--- src/rtl/arm_fetch_pkg.sv ---
// Shared types and constants for the instruction fetch front end.
package arm_fetch_pkg;

  localparam int unsigned ADDR_W  = 64;
  localparam int unsigned INSTR_W = 32;

  typedef enum logic [1:0] {
    FETCH = 2'd0,
    HOLD  = 2'd1,
    EXEC  = 2'd2,
    FAULT = 2'd3
  } fetch_state_e;

  // Instructions are word aligned; only the two low PC bits matter.
  function automatic logic pc_aligned(input logic [1:0] pc_lsb);
    return pc_lsb == 2'b00;
  endfunction

endpackage

--- src/rtl/pc_register.sv ---
// Architectural PC register: loads on enable, resets asynchronously to RESET_PC.
module pc_register
  import arm_fetch_pkg::*;
#(
  parameter logic [ADDR_W-1:0] RESET_PC = '0
) (
  input  logic              clk_i,
  input  logic              rst_i,
  input  logic              en_i,
  input  logic [ADDR_W-1:0] d_i,
  output logic [ADDR_W-1:0] q_o
);

  logic [ADDR_W-1:0] pc_q;

  always_ff @(posedge clk_i or posedge rst_i) begin
    if (rst_i) begin
      pc_q <= RESET_PC;
    end else if (en_i) begin
      pc_q <= d_i;
    end
  end

  assign q_o = pc_q;

endmodule

--- src/rtl/pc_fetch_unit.sv ---
// Fetch unit: requests the word at CurrentPC, hands it to decode, then waits for the PC commit.
// Optional misaligned-PC trapping is built when PC_ALIGN_CHECK_EN is defined.
module pc_fetch_unit
  import arm_fetch_pkg::*;
#(
  parameter logic [ADDR_W-1:0] RESET_PC = 64'h0,
  parameter int unsigned       COUNT_W  = 32
) (
  input  logic                CLK,
  input  logic                Reset,
  input  logic [ADDR_W-1:0]   NextPC,
  input  logic                PCWrite,
  output logic [ADDR_W-1:0]   CurrentPC,
  output logic                IMemReq,
  output logic [ADDR_W-1:0]   IMemAddr,
  input  logic                IMemAck,
  input  logic [INSTR_W-1:0]  IMemData,
  output logic                InstrValid,
  input  logic                InstrReady,
  output logic [INSTR_W-1:0]  Instruction,
  output logic [ADDR_W-1:0]   InstrPC,
  output logic [COUNT_W-1:0]  FetchCount,
  output logic                AlignFault
);

  fetch_state_e        state_q, state_d;
  logic [INSTR_W-1:0]  instr_q;
  logic [ADDR_W-1:0]   instr_pc_q;
  logic [COUNT_W-1:0]  count_q;

  logic hs_c, pc_accept_c, misaligned_c, pc_en_c, fault_set_c, capture_c;

  // A PC commit is only honoured once per fetched instruction: in EXEC, or together with the handshake.
  assign hs_c        = (state_q == HOLD) && InstrReady;
  assign pc_accept_c = PCWrite && (hs_c || (state_q == EXEC));
  assign pc_en_c     = pc_accept_c && !misaligned_c;
  assign fault_set_c = pc_accept_c && misaligned_c;
  assign capture_c   = (state_q == FETCH) && IMemAck;

`ifdef PC_ALIGN_CHECK_EN
  logic fault_q;

  assign misaligned_c = !pc_aligned(NextPC[1:0]);

  always_ff @(posedge CLK or posedge Reset) begin
    if (Reset) begin
      fault_q <= 1'b0;
    end else if (fault_set_c) begin
      fault_q <= 1'b1;
    end
  end

  assign AlignFault = fault_q;
`else
  assign misaligned_c = 1'b0;
  assign AlignFault   = 1'b0;
`endif

  pc_register #(
    .RESET_PC (RESET_PC)
  ) u_pc_register (
    .clk_i (CLK),
    .rst_i (Reset),
    .en_i  (pc_en_c),
    .d_i   (NextPC),
    .q_o   (CurrentPC)
  );

  always_ff @(posedge CLK or posedge Reset) begin
    if (Reset) begin
      state_q <= FETCH;
    end else begin
      state_q <= state_d;
    end
  end

  always_comb begin
    state_d = state_q;
    case (state_q)
      FETCH: if (IMemAck) state_d = HOLD;
      HOLD: begin
        if (InstrReady) begin
          if (fault_set_c)  state_d = FAULT;
          else if (pc_en_c) state_d = FETCH;
          else              state_d = EXEC;
        end
      end
      EXEC: begin
        if (fault_set_c)  state_d = FAULT;
        else if (pc_en_c) state_d = FETCH;
      end
      FAULT:   state_d = FAULT;
      default: state_d = FETCH;
    endcase
  end

  // Request is masked by Reset so it is low for the whole reset pulse.
  always_comb begin
    IMemReq    = 1'b0;
    InstrValid = 1'b0;
    case (state_q)
      FETCH:   IMemReq    = !Reset;
      HOLD:    InstrValid = 1'b1;
      default: ;
    endcase
  end

  assign IMemAddr = CurrentPC;

  always_ff @(posedge CLK or posedge Reset) begin
    if (Reset) begin
      instr_q    <= '0;
      instr_pc_q <= '0;
      count_q    <= '0;
    end else begin
      if (capture_c) begin
        instr_q    <= IMemData;
        instr_pc_q <= CurrentPC;
      end
      if (hs_c && (count_q != '1)) begin
        count_q <= count_q + COUNT_W'(1);
      end
    end
  end

  assign Instruction = instr_q;
  assign InstrPC     = instr_pc_q;
  assign FetchCount  = count_q;

endmodule

--- config.mk ---
export PLATFORM = sky130hd
export DESIGN_NAME = pc_fetch_unit
export DESIGN_NICKNAME = d
export VERILOG_FILES = /design/src/rtl/arm_fetch_pkg.sv /design/src/rtl/pc_register.sv /design/src/rtl/pc_fetch_unit.sv
export SDC_FILE = /design/constraint.sdc
export NUM_CORES = 1
export LEC_CHECK = 0
export CAP_MARGIN = 5
export CORE_MARGIN = 10
export CORE_UTILIZATION = 38
export CTS_CLUSTER_SIZE = 30
export DETAILED_ROUTE_END_ITERATION = 10
export PLACE_DENSITY = 0.87
export REMOVE_ABC_BUFFERS = 1
export SLEW_MARGIN = 20
export SYNTH_ARGS = -nofsm -noshare
export SYNTH_HDL_FRONTEND = slang
export SYNTH_SLANG_ARGS = --single-unit
export TNS_END_PERCENT = 50
--- constraint.sdc ---
create_clock -name CLK -period 6.6 [get_ports CLK]
set_clock_uncertainty 0.2 [all_clocks]
set_input_delay 0.99 -clock CLK [delete_from_list [all_inputs] [get_ports CLK]]
set_output_delay 0.99 -clock CLK [all_outputs]
set_load 0.03 [all_outputs]
; After elaboration in Yosys (flattened, before gate mapping)
; Cells that the tools add are included.
[word_totals]
output_inout_bits = 259
elab_cells = 28
reg_bits = 194
[classes]
reduce_logical = 8
mux = 7
n_addsub = 1
eq_ne = 7
[op_table]
columns = cell, count
row1 = $add 32x1->32 const B, 1
row2 = $ne 32x32->1 const B, 1
row3 = $mux 2, 4
row4 = $pmux 2 s4, 1
row5 = $ne 2x2->1 const B, 3
row6 = $eq 2x2->1 const B, 2
row7 = $logic_and 1x1->1, 4
row8 = $reduce_and 3->1, 1
row9 = $eq 2x1->1 const B, 1
row10 = $logic_not 2->1, 1
row11 = $mux 1, 2
row12 = $logic_not 1->1, 1
row13 = $logic_or 1x1->1, 1

; Longest topological paths before layout
[depth]
ltp_word = 7
mapped_depth = 8
ltp_nobuf = 7

; Cells and area by module
; From an unflattened synthesis, not the netlist that was laid out.
[unflattened]
hier_cells = 573
hier_area_um2 = 8431.8
[modules_own_cells]
columns = module, cells_each, seq_area_each_um2, n_inst, area_each_um2
row1 = pc_fetch_unit, 437, 3253.1, 1, 5749.3
row2 = pc_register, 136, 1601.5, 1, 2682.6

; Worst setup path before layout
; OpenSTA, ideal clock, no wires.
[synth_timing]
kind = input port to flip-flop
from = in InstrReady
to = reg u_pc_register.pc_q[10] (netlist: u_pc_register.q_o[10])
required_time_ps = 6275
setup_time_ps = 125
slack_ps = 3884
cell_stages = 5
arrival_ps = 2391
path_cell_list = and2_1 > o21ai_0 > clkbuf_1 > clkbuf_1 > mux2_2
[synth_via]
elab_chain_len = 3
[synth_rtl]
columns = element, line
row1 = from (decl), pc_fetch_unit.sv:19  ; input logic InstrReady,
row2 = $logic_and 1x1->1, pc_fetch_unit.sv:34  ; assign hs_c = (state_q == HOLD) && InstrReady;
row3 = $logic_or 1x1->1, pc_fetch_unit.sv:35  ; assign pc_accept_c = PCWrite && (hs_c || (state_q == EXEC));
row4 = $logic_and 1x1->1, pc_fetch_unit.sv:35
row5 = to (signal assigned), pc_register.sv:20  ; pc_q <= d_i;
row6 = to (decl), pc_register.sv:14  ; logic [ADDR_W-1:0] pc_q;
; Every way passes these cells.
; A chain may end at the register's enable or synchronous reset.

; Worst setup path in the final report
[layout_timing]
from = in Reset
to = out IMemReq
[layout_via]
elab_chain_len = 2
[layout_rtl]
columns = element, line
row1 = from (decl), pc_fetch_unit.sv:10  ; input logic Reset,
row2 = $logic_not 1->1 (no source line), --
row3 = $mux 1, pc_fetch_unit.sv:101  ; case (state_q)
row4 = to (decl), pc_fetch_unit.sv:14  ; output logic IMemReq,
; Every way passes these cells.

==> metrics.yaml <==
power:
  power_density_nw_per_um2: 594.2
  p_sw_uw: 3171
  ir_worst_vdd_mv: 0.2856
  seqPwrFrac: 0.299
  swShare: 0.4413
  power_frac_clock: 0.145
  combPwrFrac: 0.556
  fin_total_pwr_uw: 7186
  p_int_uw: 4014
  power.leakage_uw: 0.005131
outcome:
  run_status: "complete, no violations"
finish:
  post_route_cells_drive_above_1_share: 0.2375
  fin_nets: 973
  area_growth_pct: 49.86
  nFillCells: 1703
  regArea_um2: 4855
  antennaDiodeCount: 0
  multiInputGateArea_um2: 2628
  final_util: 0.5771
drt:
  ant_nets: 0
  vias: 5500
  via_per_inst: 4.762
  wl_um: 24080
  wire_per_inst_um: 20.85
  drc: 0
  drt-initial-drc-count: 225
  first_pass_iters: 4
floorplanning:
  start_util: 0.3851
  die_h_um: 165.7
  fp.dieW_um: 165.7
  ios: 360
  dieArea_um2: 27470
  core_um2: 20960
  rows: 53
cts:
  cts_hold_buf: 0
  path_clk_slew_ps: 80
  cts_tree: "yes"
  post-cts-setup-buffers: 0
  clk_latency_ps: 420
  cts.sinks: 194
  cts_inserted_buffers: 17
  cts_max_level: 4
  cts_resized: 0
  cts_buffer_depth: 2
  root_buffer: "clkbuf_16"
synthesis:
  synthArstFlopShare: 1.000
  synthFlopType: "dfrtp_1"
  synth_edf_count: 0
  syn_inst: 570
  syn_avg_cell_area_um2: 14.16
  synth_top_area_share: 0.6016
  synth_cell_type_count: 34
  yosysTopAreaCell: "dfrtp_1"
  yosysSeqAreaShare: 0.6016
  synthTopCellsByCount: "dfrtp_1, mux2_2, buf_4, xor2_1, nand2_1"
  synthTopCellsByArea: "dfrtp_1, mux2_2, buf_4"
  synth_area_um2: 8070
  synth_seq_cells: 194
  synth-warning-count: 0
  synth_most_common_cell: "dfrtp_1"
critical_path:
  crit_end: "IMemReq"
  worstSetupStartpointType: "input port"
  endpoint_kind: "output pin"
  crit_slowest_cell: "clkdlybuf4s50_1"
  cpMostUsedCell: "clkdlybuf4s50_1"
  r2r_setup_slack_ps: 3560
  crit_type: "in -> out"
  critPathMaxFanout: 2
  path_cells: "clkdlybuf4s50_1 -> nor2_1 -> clkdlybuf4s50_1"
  r2r-start: "state_q[1]"
  r2r-end: "u_pc_register.q_o[43]"
  critPathArrivalTime_ps: 2320
  crit_path_start: "Reset"
  cpPeakStageDelay_ps: 680
  crit_required_ps: 5410
  rr_worst_depth: 6
global_routing:
  grt_max_degree: 96
  grt_usage: 0.1717
  grt_pass1_vias: 5947
  grt_overflow_total: 0
  grt_first_pass_wirelength_um: 37520
  antenna_found_initial: 1
hold_path:
  holdCritPathClass: "reg -> reg"
  worstHoldPathCells: 1
place:
  gp_congestion: 0.7894
  io_buffers: 358
  hpwl_um: 18700
sta:
  finalHoldViolCount: 0
  fin_crit_sh: 0.5318
  tns_ps: 0
  slew_headroom: 0.4052
  slew_violations: 0
  worst_slew_pin_slew_ps: 888.8
  fmax_mhz: 284.9
  rsz0062_at_grt: "false"
  fin_crit_ps: 3510
  setup_viol_count_final: 0
job:
  maxCapViolCount: 0
-- final cells by class --
class	count	area share
Multi-Input combinational cell	280	0.2173
Inverter	11	0.004035
Timing Repair Buffer	363	0.2994
Tap cell	275	0.02845
Clock buffer	17	0.03517
Clock inverter	15	0.01428
Sequential cell	194	0.4014
-- stage by stage --
step                      area (um2)  cells  worst slack, ps  hold WS (ps)
after floorplan                 7505    485           -77.82         299.6
after global placement         11500   1123             2871         285.4
after detailed placement       11500   1123             2825         291.7
after CTS                      12090   1155             3079         309.7
after global routing           12090   1155             3054         317.6
final                          12090   1155             3090         307.1
-- critical path: cells and delay by family --
family | cells | cell delay (ps)
buffers and inverters | 2 | 1200
and+or+nand+nor | 1 | 130
-- kinds of logic after synthesis --
kind of cell | Yosys count | synth area share
AOI/OAI and AO/OA | 7 | 0.006512
xor gates and xnor gates | 31 | 0.03364
adders and majority gates | 5 | 0.007752
buffers and inverters | 96 | 0.07519
DFF | 194 | 0.6016
muxes | 161 | 0.2247
other | 1 | 0.0004647
and+or+nand+nor | 75 | 0.05023
-- layer usage --
layer	routed length (um)	share of wire	GRT usage	vias to the layer above
li1	-	-	-	2493
met1	9169	0.38	0.1899	2777
met2	13010	0.54	0.3116	218
met3	1799	0.075	0.06460	10
met4	86	0.0036	0.02581	2
met5	13	0.00054	0	-
-- registers in the layout (all words and copies together), names as in the netlist --
signal,flops
Instruction,32
state_q,2
InstrPC,64
FetchCount,32
u_pc_register.q_o,64
-- placed cells by master, fill, tap and decap left out, types with 3 or more instances in the layout --
master	count
nor2_2	3
xnor2_1	11
buf_4	5
inv_1	10
nand3_1	10
mux2_2	160
nand2_1	14
nor4_1	3
clkdlybuf4s50_1	358
nand4_1	10
nor3_1	11
inv_8	7
xor2_1	20
nor2_1	12
ha_1	5
dfrtp_1	194
inv_6	4
clkbuf_16	17
-- power groups by stage --
stage | clock [uW] | sequential [uW] | combinational (uW)
final | 1040 | 2150 | 3990
after global routing | 1130 | 2230 | 4160
after CTS | 1070 | 2160 | 4060
after detailed placement | 0 | 2180 | 4050
after global placement | 0 | 2140 | 3980
after floorplan | 0 | 3520 | 827
-- worst min-delay path by stage --
stage / startpoint / slack (ps) / end
6_report: InstrPC[55] / 310 / InstrPC[55]
5_1_grt: InstrPC[56] / 320 / InstrPC[56]
4_1_cts: InstrPC[9] / 310 / InstrPC[9]
3_5_place_dp: InstrPC[9] / 290 / InstrPC[9]
3_3_place_gp: Instruction[24] / 290 / Instruction[24]
2_1_floorplan: state_q[1] / 300 / state_q[1]
Note: power is estimated with default switching activity, not from simulation.
